$ cat config.mk
export PLATFORM = sky130hd
export DESIGN_NAME = apb_master_ctrl
export DESIGN_NICKNAME = d
export VERILOG_FILES = /design/src/rtl/apb_master_pkg.sv /design/src/rtl/apb_cmd_fifo.sv /design/src/rtl/apb_master_ctrl.sv
export SDC_FILE = /design/constraint.sdc
export NUM_CORES = 1
export LEC_CHECK = 0
export ABC_AREA = 0
export BUFFER_PORTS_ARGS = -buffer_cell sky130_fd_sc_hd__buf_2
export CORE_MARGIN = 2
export CORE_UTILIZATION = 47
export CTS_CLUSTER_SIZE = 25
export DETAILED_ROUTE_END_ITERATION = 8
export PLACE_DENSITY = 0.67
export SYNTH_ARGS = -nofsm -noshare
export SYNTH_HDL_FRONTEND = slang
export SYNTH_HIERARCHICAL = 1
export SYNTH_SLANG_ARGS = --single-unit
export TNS_END_PERCENT = 50
$ cat constraint.sdc
create_clock -name clk -period 5.12 [get_ports clk]
set_input_delay 0.256 -clock clk [delete_from_list [all_inputs] [get_ports clk]]
set_output_delay 0.256 -clock clk [all_outputs]
set_load 0.01 [all_outputs]
$ cat src/rtl/apb_master_pkg.sv
// Shared types and constants for the APB initiator that talks to the encoder/decoder
// register file.
package apb_master_pkg;

    typedef enum logic [1:0] {
        IDLE    = 2'd0,
        SETUP   = 2'd1,
        ACCESS  = 2'd2,
        CAPTURE = 2'd3
    } apb_state_e;

    localparam int DEF_ADDR_WIDTH = 20;
    localparam int DEF_WORD       = 32;
    localparam int CMD_ENTRY_W    = 1 + DEF_ADDR_WIDTH + DEF_WORD;

    // Byte offsets of the slave's registers
    localparam logic [DEF_ADDR_WIDTH-1:0] REG_CTRL           = 20'h0;
    localparam logic [DEF_ADDR_WIDTH-1:0] REG_DATA_IN        = 20'h4;
    localparam logic [DEF_ADDR_WIDTH-1:0] REG_CODEWORD_WIDTH = 20'h8;
    localparam logic [DEF_ADDR_WIDTH-1:0] REG_NOISE          = 20'hC;

    function automatic int cmd_entry_width(input int addrWidth, input int wordWidth);
        return 1 + addrWidth + wordWidth;
    endfunction

endpackage

$ cat src/rtl/apb_cmd_fifo.sv
// Command FIFO with show-ahead read data; full/empty come from pointers that
// carry one extra wrap bit.
module apb_cmd_fifo #(
    parameter int WIDTH = 53,
    parameter int DEPTH = 4
) (
    input  logic             clk,
    input  logic             rst,
    input  logic             i_push,
    input  logic [WIDTH-1:0] i_wdata,
    input  logic             i_pop,
    output logic [WIDTH-1:0] o_rdata,
    output logic             o_full,
    output logic             o_empty
);

    localparam int PTR_W = $clog2(DEPTH);

    logic [WIDTH-1:0] r_mem [DEPTH];
    logic [PTR_W:0]   r_wrPtr;
    logic [PTR_W:0]   r_rdPtr;
    logic             w_full;
    logic             w_empty;
    logic             w_doPush;
    logic             w_doPop;

    assign w_empty  = (r_wrPtr == r_rdPtr);
    assign w_full   = (r_wrPtr[PTR_W] != r_rdPtr[PTR_W]) &&
                      (r_wrPtr[PTR_W-1:0] == r_rdPtr[PTR_W-1:0]);
    assign w_doPush = i_push & ~w_full;
    assign w_doPop  = i_pop & ~w_empty;

    always_ff @(posedge clk or negedge rst) begin
        if (!rst) begin
            r_wrPtr <= '0;
            r_rdPtr <= '0;
        end else begin
            if (w_doPush) begin
                r_wrPtr <= r_wrPtr + 1'b1;
            end
            if (w_doPop) begin
                r_rdPtr <= r_rdPtr + 1'b1;
            end
        end
    end

    // Storage needs no reset: an entry is only read after it has been written.
    always_ff @(posedge clk) begin
        if (w_doPush) begin
            r_mem[r_wrPtr[PTR_W-1:0]] <= i_wdata;
        end
    end

    assign o_rdata = r_mem[r_rdPtr[PTR_W-1:0]];
    assign o_full  = w_full;
    assign o_empty = w_empty;

endmodule

$ cat src/rtl/apb_master_ctrl.sv
// APB initiator: queues host read/write commands and issues them as SETUP/ACCESS
// transfers (no PREADY), returning one registered response per command in order.
module apb_master_ctrl
    import apb_master_pkg::*;
#(
    parameter int AMBA_ADDR_WIDTH = DEF_ADDR_WIDTH,
    parameter int AMBA_WORD       = DEF_WORD,
    parameter int FIFO_DEPTH      = 4
) (
    input  logic                       clk,
    input  logic                       rst,
    input  logic                       cmd_valid,
    output logic                       cmd_ready,
    input  logic                       cmd_write,
    input  logic [AMBA_ADDR_WIDTH-1:0] cmd_addr,
    input  logic [AMBA_WORD-1:0]       cmd_wdata,
    output logic                       rsp_valid,
    output logic                       rsp_write,
    output logic [AMBA_WORD-1:0]       rsp_rdata,
    output logic                       busy,
    output logic                       PSEL,
    output logic                       PENABLE,
    output logic                       PWRITE,
    output logic [AMBA_ADDR_WIDTH-1:0] PADDR,
    output logic [AMBA_WORD-1:0]       PWDATA,
    input  logic [AMBA_WORD-1:0]       PRDATA
);

    localparam int ENTRY_W = cmd_entry_width(AMBA_ADDR_WIDTH, AMBA_WORD);

    apb_state_e                 r_state;
    logic                       r_psel;
    logic                       r_penable;
    logic                       r_pwrite;
    logic [AMBA_ADDR_WIDTH-1:0] r_paddr;
    logic [AMBA_WORD-1:0]       r_pwdata;
    logic                       r_rspValid;
    logic                       r_rspWrite;
    logic [AMBA_WORD-1:0]       r_rspRdata;

    logic [ENTRY_W-1:0]         w_pushEntry;
    logic [ENTRY_W-1:0]         w_headEntry;
    logic                       w_headWrite;
    logic [AMBA_ADDR_WIDTH-1:0] w_headAddr;
    logic [AMBA_WORD-1:0]       w_headWdata;
    logic                       w_fifoFull;
    logic                       w_fifoEmpty;
    logic                       w_pop;

    assign w_pushEntry = {cmd_write, cmd_addr, cmd_wdata};

    apb_cmd_fifo #(
        .WIDTH (ENTRY_W),
        .DEPTH (FIFO_DEPTH)
    ) u_cmd_fifo (
        .clk     (clk),
        .rst     (rst),
        .i_push  (cmd_valid),
        .i_wdata (w_pushEntry),
        .i_pop   (w_pop),
        .o_rdata (w_headEntry),
        .o_full  (w_fifoFull),
        .o_empty (w_fifoEmpty)
    );

    assign w_headWrite = w_headEntry[ENTRY_W-1];
    assign w_headAddr  = w_headEntry[AMBA_WORD +: AMBA_ADDR_WIDTH];
    assign w_headWdata = w_headEntry[AMBA_WORD-1:0];

    // A new command is taken wherever the FSM could legally enter SETUP next.
    always_comb begin
        w_pop = 1'b0;
        case (r_state)
            IDLE:    w_pop = ~w_fifoEmpty;
            ACCESS:  w_pop = r_pwrite & ~w_fifoEmpty;
            CAPTURE: w_pop = ~w_fifoEmpty;
            default: w_pop = 1'b0;
        endcase
    end

    always_ff @(posedge clk or negedge rst) begin
        if (!rst) begin
            r_state    <= IDLE;
            r_psel     <= 1'b0;
            r_penable  <= 1'b0;
            r_pwrite   <= 1'b0;
            r_paddr    <= '0;
            r_pwdata   <= '0;
            r_rspValid <= 1'b0;
            r_rspWrite <= 1'b0;
            r_rspRdata <= '0;
        end else begin
            r_rspValid <= 1'b0;
            if (w_pop) begin
                r_pwrite <= w_headWrite;
                r_paddr  <= w_headAddr;
                r_pwdata <= w_headWdata;
            end
            case (r_state)
                IDLE: begin
                    if (w_pop) begin
                        r_state <= SETUP;
                        r_psel  <= 1'b1;
                    end
                end
                SETUP: begin
                    r_state   <= ACCESS;
                    r_penable <= 1'b1;
                end
                ACCESS: begin
                    r_penable <= 1'b0;
                    if (r_pwrite) begin
                        r_rspValid <= 1'b1;
                        r_rspWrite <= 1'b1;
                        r_rspRdata <= '0;
                        if (w_pop) begin
                            r_state <= SETUP;
                        end else begin
                            r_state <= IDLE;
                            r_psel  <= 1'b0;
                        end
                    end else begin
                        r_state <= CAPTURE;
                        r_psel  <= 1'b0;
                    end
                end
                CAPTURE: begin
                    // The slave updated PRDATA at the end of ACCESS, so it is stable here.
                    r_rspValid <= 1'b1;
                    r_rspWrite <= 1'b0;
                    r_rspRdata <= PRDATA;
                    if (w_pop) begin
                        r_state <= SETUP;
                        r_psel  <= 1'b1;
                    end else begin
                        r_state <= IDLE;
                    end
                end
                default: begin
                    r_state   <= IDLE;
                    r_psel    <= 1'b0;
                    r_penable <= 1'b0;
                end
            endcase
        end
    end

    assign cmd_ready = ~w_fifoFull;
    assign busy      = (r_state != IDLE) | ~w_fifoEmpty;
    assign PSEL      = r_psel;
    assign PENABLE   = r_penable;
    assign PWRITE    = r_pwrite;
    assign PADDR     = r_paddr;
    assign PWDATA    = r_pwdata;
    assign rsp_valid = r_rspValid;
    assign rsp_write = r_rspWrite;
    assign rsp_rdata = r_rspRdata;

endmodule

==> results.yml <==
clock_network:
  clockBufferDepth: 3
  clk_pin_slew_ns: 0.06
  cts_buffers: 31
  cts_tree: "built"
  cts_sinks: 309
  cts_root_buffer: "clkbuf_16"
  htree_levels: 1
  clk_latency_ns: 0.56
sta:
  clock.fmax_mhz: 307
  tightest_slew_ns: 1.18
  finalHoldViolations: 0
  post-route-period-util_pct: 63.7
  finalClockSkew_ns: 0.0219
  slew_viol_final: 0
  fin_hold_ws_ns: 0.0732
  setup_tns_ns: 0
  rsz0062_at_grt: "false"
  fin_crit_ns: 3.26
  slew_headroom_pct: 20.7
  setup_violations: 0
power:
  p_int_w: 0.00622
  p_seq_share_pct: 43.0
  p_switching_w: 0.00285
  ir_drop_mv: 0.441
  swShare_pct: 31.4
  powerDensity_nw_per_um2: 617
  leakage_nw: 5.65
  comb_power_share_pct: 32.7
  clock_power_share_pct: 24.3
worst_setup_path:
  crit_arrival_ns: 3.71
  worst-setup-path-type: "reg2reg"
  critical_path_buf_inv_count: 0
  reg2reg_slack_ns: 1.86
  required_ns: 5.57
  critPathSlowestCell: "dfrtp_4"
  crit_family: "simple AND/OR/NAND/NOR gates"
  start_kind: "flip-flop"
  path_cells: "xor2_1 -> nor3_1 -> or2_4 -> nor2_8 -> nand2_1 -> o31ai_1"
  worst_path_largest_cell_delay_ns: 1.04
  cp_max_fo: 59
  endpoint_kind: "flip-flop"
drt:
  dr_wl_met3_um: 1550
  vias: 6103
  via_per_inst: 5.19
  postRouteAntennaNets: 0
  drcViolationCount: 0
  post_drt_wl_per_cell_um: 19.4
  wl_um: 22900
  dr.pass1.iters: 4
  drt-initial-drc-count: 422
  wl_met1_um: 9710
  dr_wl_met2_um: 11200
  routed.top_layer: "met5"
grt:
  first_global_vias: 6516
  grt_pass1_wl_um: 35400
  grt_antenna_before_repair: 1
  grt_max_degree: 60
  grtUsageTotal_pct: 17.7
  grt.overflow.total: 0
synth:
  syn-cell-area_um2: 11600
  yosysTopAreaCellShare_pct: 54.9
  synth_top_area_cell: "edfxtp_1"
  synth_seq_cells: 309
  synth.net_count: 648
  yosys_warnings: 6
  synth_seq_area_share_pct: 75.8
  post_synth_num_cell_types: 35
  syn_avg_cell_area_um2: 21.1
  synthCells: 550
  synth_area_leaders: "edfxtp_1 (55%), dfrtp_1 (21%), mux4_2 (10%)"
placement:
  dp_hpwl_um: 13100
  numPortBuffers: 178
  gp_routability_congestion: 0.901
floorplanning:
  die_w_um: 161
  num_io_pins: 179
  initial_utilization_pct: 47.9
  num_rows: 57
  fp.dieH_um: 161
  die_area_um2: 26000
  core-area_um2: 24200
flow_run:
  drv_cap: 0
layout:
  nFillCells: 1815
  antenna_cells: 0
  layout.nets: 926
  layout-drive-gt1-share_pct: 35.6
  multi_input_area_um2: 2650
  seq_area_um2: 8800
  area_growth_pct: 26.8
worst_hold_path:
  min_path_type: "in2reg"
run_status:
  status: "finished clean"
routing by layer:
layer | track usage, % | vias up
li1 | - | 2757
met1 | 23.2 | 3092
met2 | 30.3 | 210
met3 | 4.26 | 42
met4 | 4.06 | 2
met5 | 0 | -
per-stage QoR:
step / cell area (um^2) / setup slack (ns) / power [W] / instances / util [%]
2_1_floorplan: 11600 / 2.20 / 0.00601 / 550 / -
3_5_place_dp: 12800 / 1.79 / 0.00692 / 1033 / 52.9
5_1_grt: 14700 / 1.54 / 0.00959 / 1177 / 60.7
3_3_place_gp: 12800 / 1.86 / 0.00680 / 1033 / 52.9
4_1_cts: 14700 / 1.77 / 0.00921 / 1177 / 60.7
6_report: 14700 / 1.86 / 0.00907 / 1177 / 60.7
cells in the mapped netlist:
cell type and instances:
xnor2_1 4, and3_1 3, or4_1 1, a21boi_2 1
buf_2 10, or2_4 1, a21boi_0 1, a31oi_2 1
buf_4 5, nor2b_1 2, a211oi_1 2, edfxtp_1 212
o31ai_1 5, nand3_1 1, xor2_1 2, a22o_1 32
buf_6 5, ha_1 10, mux2_1 48, nor2_8 1
nor2_1 4, nor3_1 2, dfrtp_1 97, a21oi_1 7
mux4_2 53, clkbuf_1 4, o21ai_1 1, o21ai_0 5
nand2b_1 3, mux2i_1 3, xor2_2 2, inv_1 9
nand2_1 7, mux2_2 5, xnor2_2 1
tightest hold or removal path, delay by kind of cell:
kind	cells	cell delay (ns)
compound gates	1	0.10
buf+inv	1	0.14
xor+xnor	1	0.08
sequential cells by signal, indices dropped and copies added (netlist names):
register            cells
r_state                 2
rsp_valid               1
PSEL                    1
PWRITE                  1
rsp_write               1
u_cmd_fifo/r_mem      212
PADDR                  20
rsp_rdata              32
PENABLE                 1
u_cmd_fifo/r_rdPtr      3
PWDATA                 32
u_cmd_fifo/r_wrPtr      3
final timing paths:
kind	startpoint	endpoint	depth (start not counted)
worst max-delay path	u_cmd_fifo/r_rdPtr[1]	u_cmd_fifo/r_rdPtr[2]	6
worst min-delay path	cmd_valid	u_cmd_fifo/r_wrPtr[0]	3
worst max register to register	u_cmd_fifo/r_rdPtr[1]	u_cmd_fifo/r_rdPtr[2]	6
worst min register to register	PADDR[10]	PADDR[10]	1
max in group asynchronous	rst	u_cmd_fifo/r_rdPtr[0]	3
min in group asynchronous	rst	rsp_rdata[17]	2
repair_timing:
action	4_1_cts	5_1_grt
hold buffers	86	0
hold endpoints to repair	294	0
buffers inserted	0	0
gates resized for setup	0	0
placed cells by master, fill, tap and decap left out, types with 9 or more instances in the layout:
master,count
buf_2,177
mux4_2,53
inv_1,9
ha_1,10
a22o_1,32
clkbuf_1,9
clkbuf_16,33
dfrtp_1,95
dlygate4sd3_1,86
edfxtp_1,212
mux2_1,48
power groups by stage:
stage	Combinational [W]	Sequential [W]	Clock (W)
after detailed placement	0.00296	0.00396	0
final	0.00297	0.00390	0.00220
after global placement	0.00288	0.00392	0
after CTS	0.00303	0.00391	0.00226
after floorplan	0.00206	0.00395	0
after global routing	0.00324	0.00399	0.00236
cell families after synthesis:
kind of cell               Yosys count  share of synthesized area [%]
xor gates and xnor gates             9                          0.873
and+or+nand+nor                     25                           1.23
AOI/OAI and AO/OA                   55                           3.70
muxes                              109                           15.7
buffers and inverters               33                           1.66
adders and majority gates           10                           1.08
DFF                                309                           75.8
area by class of cell:
class                      count  area share [%]
sequential                   309            59.8
multi-input combinational    208            18.0
timing repair buffer         269            12.2
clock buffer                  50            6.59
tap                          324            2.76
clock inverter                 8           0.408
inverter                       9           0.230
(Power assumes the default switching activity.)
